### config.mk
export PLATFORM = sky130hd
export DESIGN_NAME = counter_bench_sequencer
export DESIGN_NICKNAME = d
export VERILOG_FILES = /design/src/rtl/counter_bench_pkg.sv /design/src/rtl/my_timeout_timer.sv /design/src/rtl/counter_bench_sequencer.sv
export SDC_FILE = /design/constraint.sdc
export NUM_CORES = 1
export LEC_CHECK = 0
export CAP_MARGIN = 15
export CORE_MARGIN = 3
export CORE_UTILIZATION = 60
export CTS_CLUSTER_SIZE = 14
export DETAILED_ROUTE_END_ITERATION = 8
export DONT_BUFFER_PORTS = 1
export PLACE_DENSITY = 0.76
export REMOVE_ABC_BUFFERS = 1
export SYNTH_ARGS = -nofsm -noshare
export SYNTH_HDL_FRONTEND = slang
export SYNTH_SLANG_ARGS = --single-unit
### constraint.sdc
create_clock -name clk -period 2.5 [get_ports clk]
set_input_delay 0.375 -clock clk [delete_from_list [all_inputs] [get_ports clk]]
set_output_delay 0.375 -clock clk [all_outputs]
set_load 0.02 [all_outputs]
### src/rtl/counter_bench_pkg.sv
// Shared types and defaults for the counter bench sequencer.
// Imported by the sequencer top and its timeout timer.
package counter_bench_pkg;

    typedef enum logic [2:0] {
        ST_IDLE,
        ST_SCAN,
        ST_CLEAR,
        ST_RUN,
        ST_REPORT,
        ST_DONE
    } state_t;

    localparam int DEF_NUM_CNT = 8;
    localparam int DEF_TMO_W   = 32;
    localparam int DEF_SETTLE  = 4;

    localparam int RES_PASS_W  = 1;

    // Packed readout record width: {idx, cycles, pass}
    function automatic int res_rec_w(input int num_cnt, input int tmo_w);
        return $clog2(num_cnt) + tmo_w + RES_PASS_W;
    endfunction

endpackage

// rtl/my_timeout_timer.sv
// Per-run cycle timer with saturating count and limit compare.
// Cleared outside RUN so the first RUN cycle reads zero.
module my_timeout_timer
    import counter_bench_pkg::*;
#(
    parameter int TMO_W = DEF_TMO_W
) (
    input  logic             clk,
    input  logic             reset,
    input  logic             clear,
    input  logic             run,
    input  logic [TMO_W-1:0] limit,
    output logic [TMO_W-1:0] count,
    output logic             expired
);

    always_ff @(posedge clk) begin
        if (reset || clear) begin
            count <= '0;
        end else if (run && (count != '1)) begin
            count <= count + 1'b1;
        end
    end

    assign expired = (count == limit);

endmodule

### src/rtl/counter_bench_sequencer.sv
// Runs each selected counter in turn and reports cycles-to-match.
// One result beat per counter, one done pulse per completed pass.
module counter_bench_sequencer
    import counter_bench_pkg::*;
#(
    parameter  int NUM_CNT = DEF_NUM_CNT,
    parameter  int TMO_W   = DEF_TMO_W,
    parameter  int SETTLE  = DEF_SETTLE,
    localparam int IDX_W   = $clog2(NUM_CNT)
) (
    input  logic               clk,
    input  logic               reset,
    input  logic               start,
    input  logic               abort,
    input  logic [NUM_CNT-1:0] sel_mask,
    input  logic [TMO_W-1:0]   timeout_limit,
    input  logic [NUM_CNT-1:0] cnt_match,
    output logic               cnt_reset,
    output logic [NUM_CNT-1:0] cnt_en,
    output logic               busy,
    output logic               done,
    output logic               res_valid,
    output logic [IDX_W-1:0]   res_idx,
    output logic [TMO_W-1:0]   res_cycles,
    output logic               res_pass,
    output logic [NUM_CNT-1:0] pass_mask
);

    localparam int SET_W = $clog2(SETTLE + 1);

    state_t             state;
    state_t             state_nx;
    logic [IDX_W-1:0]   idx;
    logic [NUM_CNT-1:0] mask_q;
    logic [TMO_W-1:0]   limit_q;
    logic [SET_W-1:0]   settle_cnt;
    logic [TMO_W-1:0]   timer;
    logic               expired;
    logic               hit;
    logic               scan_hit;
    logic [IDX_W-1:0]   scan_idx;

    my_timeout_timer #(
        .TMO_W (TMO_W)
    ) u_timer (
        .clk     (clk),
        .reset   (reset),
        .clear   (state != ST_RUN),
        .run     (state == ST_RUN),
        .limit   (limit_q),
        .count   (timer),
        .expired (expired)
    );

    assign hit = cnt_match[idx];

    // Lowest selected index at or above the current one
    always_comb begin
        scan_hit = 1'b0;
        scan_idx = idx;
        for (int i = NUM_CNT - 1; i >= 0; i--) begin
            if (mask_q[i] && (i >= int'(idx))) begin
                scan_hit = 1'b1;
                scan_idx = IDX_W'(i);
            end
        end
    end

    always_comb begin
        state_nx = state;
        unique case (state)
            ST_IDLE: begin
                if (start) state_nx = ST_SCAN;
            end
            ST_SCAN: begin
                if (abort)         state_nx = ST_IDLE;
                else if (scan_hit) state_nx = ST_CLEAR;
                else               state_nx = ST_DONE;
            end
            ST_CLEAR: begin
                if (abort)
                    state_nx = ST_IDLE;
                else if (settle_cnt == SET_W'(SETTLE - 1))
                    state_nx = ST_RUN;
            end
            ST_RUN: begin
                if (abort)               state_nx = ST_IDLE;
                else if (hit || expired) state_nx = ST_REPORT;
            end
            ST_REPORT: begin
                if (abort)
                    state_nx = ST_IDLE;
                else if (idx == IDX_W'(NUM_CNT - 1))
                    state_nx = ST_DONE;
                else
                    state_nx = ST_SCAN;
            end
            ST_DONE: begin
                state_nx = ST_IDLE;
            end
            default: begin
                state_nx = ST_IDLE;
            end
        endcase
    end

    always_ff @(posedge clk) begin
        if (reset) begin
            state <= ST_IDLE;
        end else begin
            state <= state_nx;
        end
    end

    // Pass context: captured selection, limit, and cursor
    always_ff @(posedge clk) begin
        if (reset) begin
            idx        <= '0;
            mask_q     <= '0;
            limit_q    <= '0;
            settle_cnt <= '0;
        end else begin
            if (state == ST_IDLE && start) begin
                mask_q  <= sel_mask;
                limit_q <= timeout_limit;
                idx     <= '0;
            end else if (state == ST_SCAN) begin
                idx <= scan_idx;
            end else if (state == ST_REPORT) begin
                idx <= idx + 1'b1;
            end
            if (state == ST_CLEAR) settle_cnt <= settle_cnt + 1'b1;
            else                   settle_cnt <= '0;
        end
    end

    // Outputs are registered from the next state
    always_ff @(posedge clk) begin
        if (reset) begin
            cnt_reset  <= 1'b1;
            cnt_en     <= '0;
            busy       <= 1'b0;
            done       <= 1'b0;
            res_valid  <= 1'b0;
            res_idx    <= '0;
            res_cycles <= '0;
            res_pass   <= 1'b0;
            pass_mask  <= '0;
        end else begin
            cnt_reset <= (state_nx != ST_RUN);
            busy      <= (state_nx != ST_IDLE);
            done      <= (state_nx == ST_DONE);
            res_valid <= (state_nx == ST_REPORT);
            if (state_nx == ST_RUN)
                cnt_en <= {{(NUM_CNT-1){1'b0}}, 1'b1} << idx;
            else
                cnt_en <= '0;
            if (state == ST_IDLE && start)
                pass_mask <= '0;
            if (state == ST_RUN && state_nx == ST_REPORT) begin
                res_idx        <= idx;
                res_cycles     <= hit ? timer : limit_q;
                res_pass       <= hit;
                pass_mask[idx] <= pass_mask[idx] | hit;
            end
        end
    end

endmodule

==> results.json <==
{
  "place.detailed.hpwl_um": 11880,
  "hold_path_class": "primary input to register",
  "post_synth_fa_ha_maj_area_fraction_pct": 1.548,
  "timing_worst_setup_path_type": "register to register",
  "timing.rr.start": "state[0]",
  "slew_headroom_pct": 54.28,
  "grt_max_degree": 82,
  "synth_top_family_by_area": "simple AND/OR/NAND/NOR gates",
  "netlist_instances": 740,
  "layout_commonest_cell": "dfxtp_1",
  "totalPowerFinal_w": 0.005682,
  "rsz0062_at_grt": "no",
  "nFillCells": 748,
  "worst_ep_arrival_time_ns": 2.79,
  "ctsHtreeMaxLevel": 4,
  "route.detailed.wl_per_inst_um": 19.68,
  "cts.repair_timing.setup_buffer_count": 0,
  "path_clk_slew_ns": 0.06,
  "viasPerCell": 6.252,
  "hold_depth": 2,
  "floorplan.initialDensity_pct": 62.09,
  "global_route_wire_length_before_repair_um": 28590,
  "worst_min_path_start": "sel_mask[3]",
  "tritoncts.num_buffers": 17,
  "placement.setup.worst_slack_ns": 0.06278,
  "synthFlopType": "dfxtp_1",
  "final-max-slew-violation-count": 0,
  "count_of_max_cap_constraint_violations": 0,
  "syn-cell-area_um2": 6467,
  "finalNetCount": 846,
  "crit_fanout": 9,
  "share_clk_of_total_power_pct": 46.5,
  "ys_seq_elements": 137,
  "reg2reg_depth": 6,
  "ir_drop_worst_vdd_uv": 593.7,
  "synth_warnings": 0,
  "top_level_ports": 108,
  "required_ns": 2.93,
  "met1Wirelength_um": 7356,
  "die_area_um2": 12060,
  "final-hold-violation-count": 0,
  "top_layer": "met4",
  "crit_path_launch": "state[0]",
  "post_route_cells_drive_above_1_share_pct": 12.64,
  "crit_path_end_kind": "register",
  "final_cell_mix": "136 x dfxtp_1, 112 x nand2_1, 89 x a21oi_1, 51 x nor2_1, 47 x xor2_1",
  "synthesized_area_fraction_occupied_by_xor_and_xnor_cells_pct": 7.990,
  "clk_path_buf_depth": 2,
  "setup-violations-final": 0,
  "detail_route.first_pass.iterations": 6,
  "gpl.final_weighted_congestion": 0.8712,
  "grt-ovfl-total": 0,
  "tritoncts_clock_tree": "yes",
  "net-switching-power_w": 0.001447,
  "switching_share_pct": 25.47,
  "clock-root-buffer": "clkbuf_8",
  "route.vias.total": 5846,
  "fraction_of_synthesis_flops_using_an_asynchronous_set_or_reset_pin_pct": 0,
  "initialDrtViolationCount": 506,
  "cts_sinks": 137,
  "sequentialPowerShare_pct": 41.0,
  "areaGrowthSynthToFinish_pct": 20.87,
  "route.antenna.remaining_nets": 0,
  "number_of_enable_flip_flop_cells_after_synthesis": 0,
  "met3WireLength_um": 1349,
  "remaining_drc_errors": 0,
  "fp.dieW_um": 109.8,
  "wl_met2_um": 9134,
  "status": "finished, final reports clean",
  "cellLeakagePower_nw": 2.922,
  "clk-insertion-delay-late_ns": 0.54,
  "achievable-frequency_mhz": 422.7,
  "finalWirelength_um": 18400,
  "slew_at_the_pin_with_the_worst_max_slew_slack_ns": 0.6833,
  "post_synth_mux_area_share_pct": 7.177,
  "number_of_antenna_violations_at_the_first_check_in_global_routing": 0,
  "startpoint_type": "register",
  "compound_cell_area_share_of_the_yosys_netlist_pct": 16.06,
  "period_minus_slack_ns": 2.366,
  "post-route-worst-setup-slack_ns": 0.1343,
  "portBuffers": 0,
  "p_comb_share_pct": 12.5,
  "worst_hold_slack_ns": 0.03506,
  "floorplan.core_area_um2": 10420,
  "postSynthAreaPerCell_um2": 8.740,
  "power_density_nw_per_um2": 726.8,
  "period_share_pct": 94.63,
  "first_global_vias": 5707,
  "post_synth_num_cell_types": 62,
  "clock_skew_ns": 0.007964,
  "power.internal_w": 0.004234,
  "fp-row-count": 37,
  "globalRouteTotalUtil_pct": 31.06,
  "antennaDiodeCount": 0,
  "synthSimpleGateAreaFrac_pct": 20.14,
  "chipHeight_um": 109.8,
  "synth-seq-area-share_pct": 42.41
}
[critical path: stages (launching register included)]
cell and delay (ns):
dfxtp_1 0.52, and3b_1 0.38, nand2_1 0.16, a2111oi_4 0.68, nand3_1 0.19, xor2_1 0.25, nor2_1 0.06
[power by group through the flow]
stage | combinational (W) | sequential, W | clock (W)
after floorplan | 0.000384 | 0.00236 | 0
after global placement | 0.000585 | 0.00237 | 0
after detailed placement | 0.000600 | 0.00237 | 0
after CTS | 0.000678 | 0.00233 | 0.00265
after global routing | 0.000764 | 0.00234 | 0.00275
final | 0.000712 | 0.00233 | 0.00264
[logic make-up (layout without fill, tap and decap cells)]
| logic type | after synthesis | count (layout) |
|---|---|---|
| multiplexers | 41 | 41 |
| buffers and inverters | 66 | 125 |
| flip-flops | 137 | 137 |
| adder cells (fa/ha/maj) | 8 | 8 |
| AND/OR/NAND/NOR | 263 | 263 |
| XOR/XNOR | 59 | 59 |
| AO/OA/AOI/OAI | 166 | 166 |
[cells in the mapped netlist, types with 2 or more instances]
| cell | instances | area share (%) |
|---|---|---|
| o21ai_1 | 6 | 0.46 |
| nand2_1 | 112 | 6.5 |
| nor2_1 | 52 | 3.0 |
| ha_1 | 8 | 1.5 |
| a21oi_1 | 89 | 6.9 |
| nand2b_1 | 6 | 0.58 |
| and2_1 | 2 | 0.19 |
| nor2b_1 | 2 | 0.19 |
| o21ai_0 | 8 | 0.62 |
| and3_1 | 8 | 0.77 |
| xnor2_1 | 12 | 1.6 |
| buf_6 | 2 | 0.35 |
| nor4_1 | 12 | 1.2 |
| nor4_4 | 2 | 0.66 |
| or3_1 | 6 | 0.58 |
| mux2i_1 | 36 | 5.6 |
| dfxtp_1 | 137 | 42 |
| xor2_1 | 47 | 6.4 |
| and4_1 | 3 | 0.41 |
| a31oi_1 | 3 | 0.29 |
| o311a_1 | 2 | 0.31 |
| inv_1 | 13 | 0.75 |
| nor3_1 | 7 | 0.54 |
| nor3b_1 | 9 | 1.0 |
| o211ai_1 | 2 | 0.23 |
| mux4_2 | 4 | 1.4 |
| o21a_1 | 2 | 0.23 |
| nand3_1 | 16 | 1.2 |
| clkbuf_1 | 29 | 1.7 |
| a21boi_0 | 2 | 0.23 |
| a211oi_1 | 34 | 3.9 |
| nor4_2 | 4 | 0.77 |
| buf_4 | 5 | 0.58 |
| nand4_1 | 15 | 1.5 |
| buf_2 | 16 | 1.2 |
[registers in the layout, summed over array words and instances (netlist names), 3 cells and up]
| name | count |
|---|---|
| limit_q | 32 |
| pass_mask | 8 |
| res_cycles | 32 |
| settle_cnt | 3 |
| cnt_en | 8 |
| state | 3 |
| mask_q | 8 |
| u_timer.count | 32 |
| idx | 3 |
| res_idx | 3 |
[metal layers]
metal  global-route usage (%)  vias to the layer above
met5                        0                        -
met1                    37.52                     2812
met4                    13.98                        0
met3                    7.046                       48
met2                    52.47                      272
li1                         -                     2714
[timing repair]
item | CTS | global route
resized for setup | 1 | 8
hold endpoints to repair | 81 | 1
hold buffers | 39 | 1
pin swaps | 0 | 1
endpoints found under the setup margin | 1 | 12
[cell type report]
class / instances / area (µm²) / share of cell area (%)
inverters: 13 / 48.80 / 0.6242
clock inverters: 12 / 170.2 / 2.177
multi-input cells: 537 / 3486 / 44.59
repair buffers: 80 / 743.2 / 9.507
clock buffers: 20 / 455.4 / 5.826
well taps: 136 / 170.2 / 2.177
flip-flops and latches: 137 / 2744 / 35.10
[metrics by stage]
| step | TNS [ns] | utilization [%] | area, µm² | std cells |
|---|---|---|---|---|
| after detailed placement | 0 | 64.60 | 6729 | 863 |
| after global placement | 0 | 64.60 | 6729 | 863 |
| after CTS | 0 | 74.53 | 7764 | 934 |
| after floorplan | -112.64 | - | 6213 | 687 |
| final | 0 | 75.05 | 7818 | 935 |
| after global routing | 0 | 75.05 | 7818 | 935 |
[worst paths after layout]
path	endpoint	slack [ns]
worst max-delay path	u_timer.count[16]	0.13
worst max register to register	u_timer.count[16]	0.13
worst min register to register	settle_cnt[0]	0.45
worst min-delay path	mask_q[3]	0.04
No activity file was read; power rests on OpenSTA's default activity.
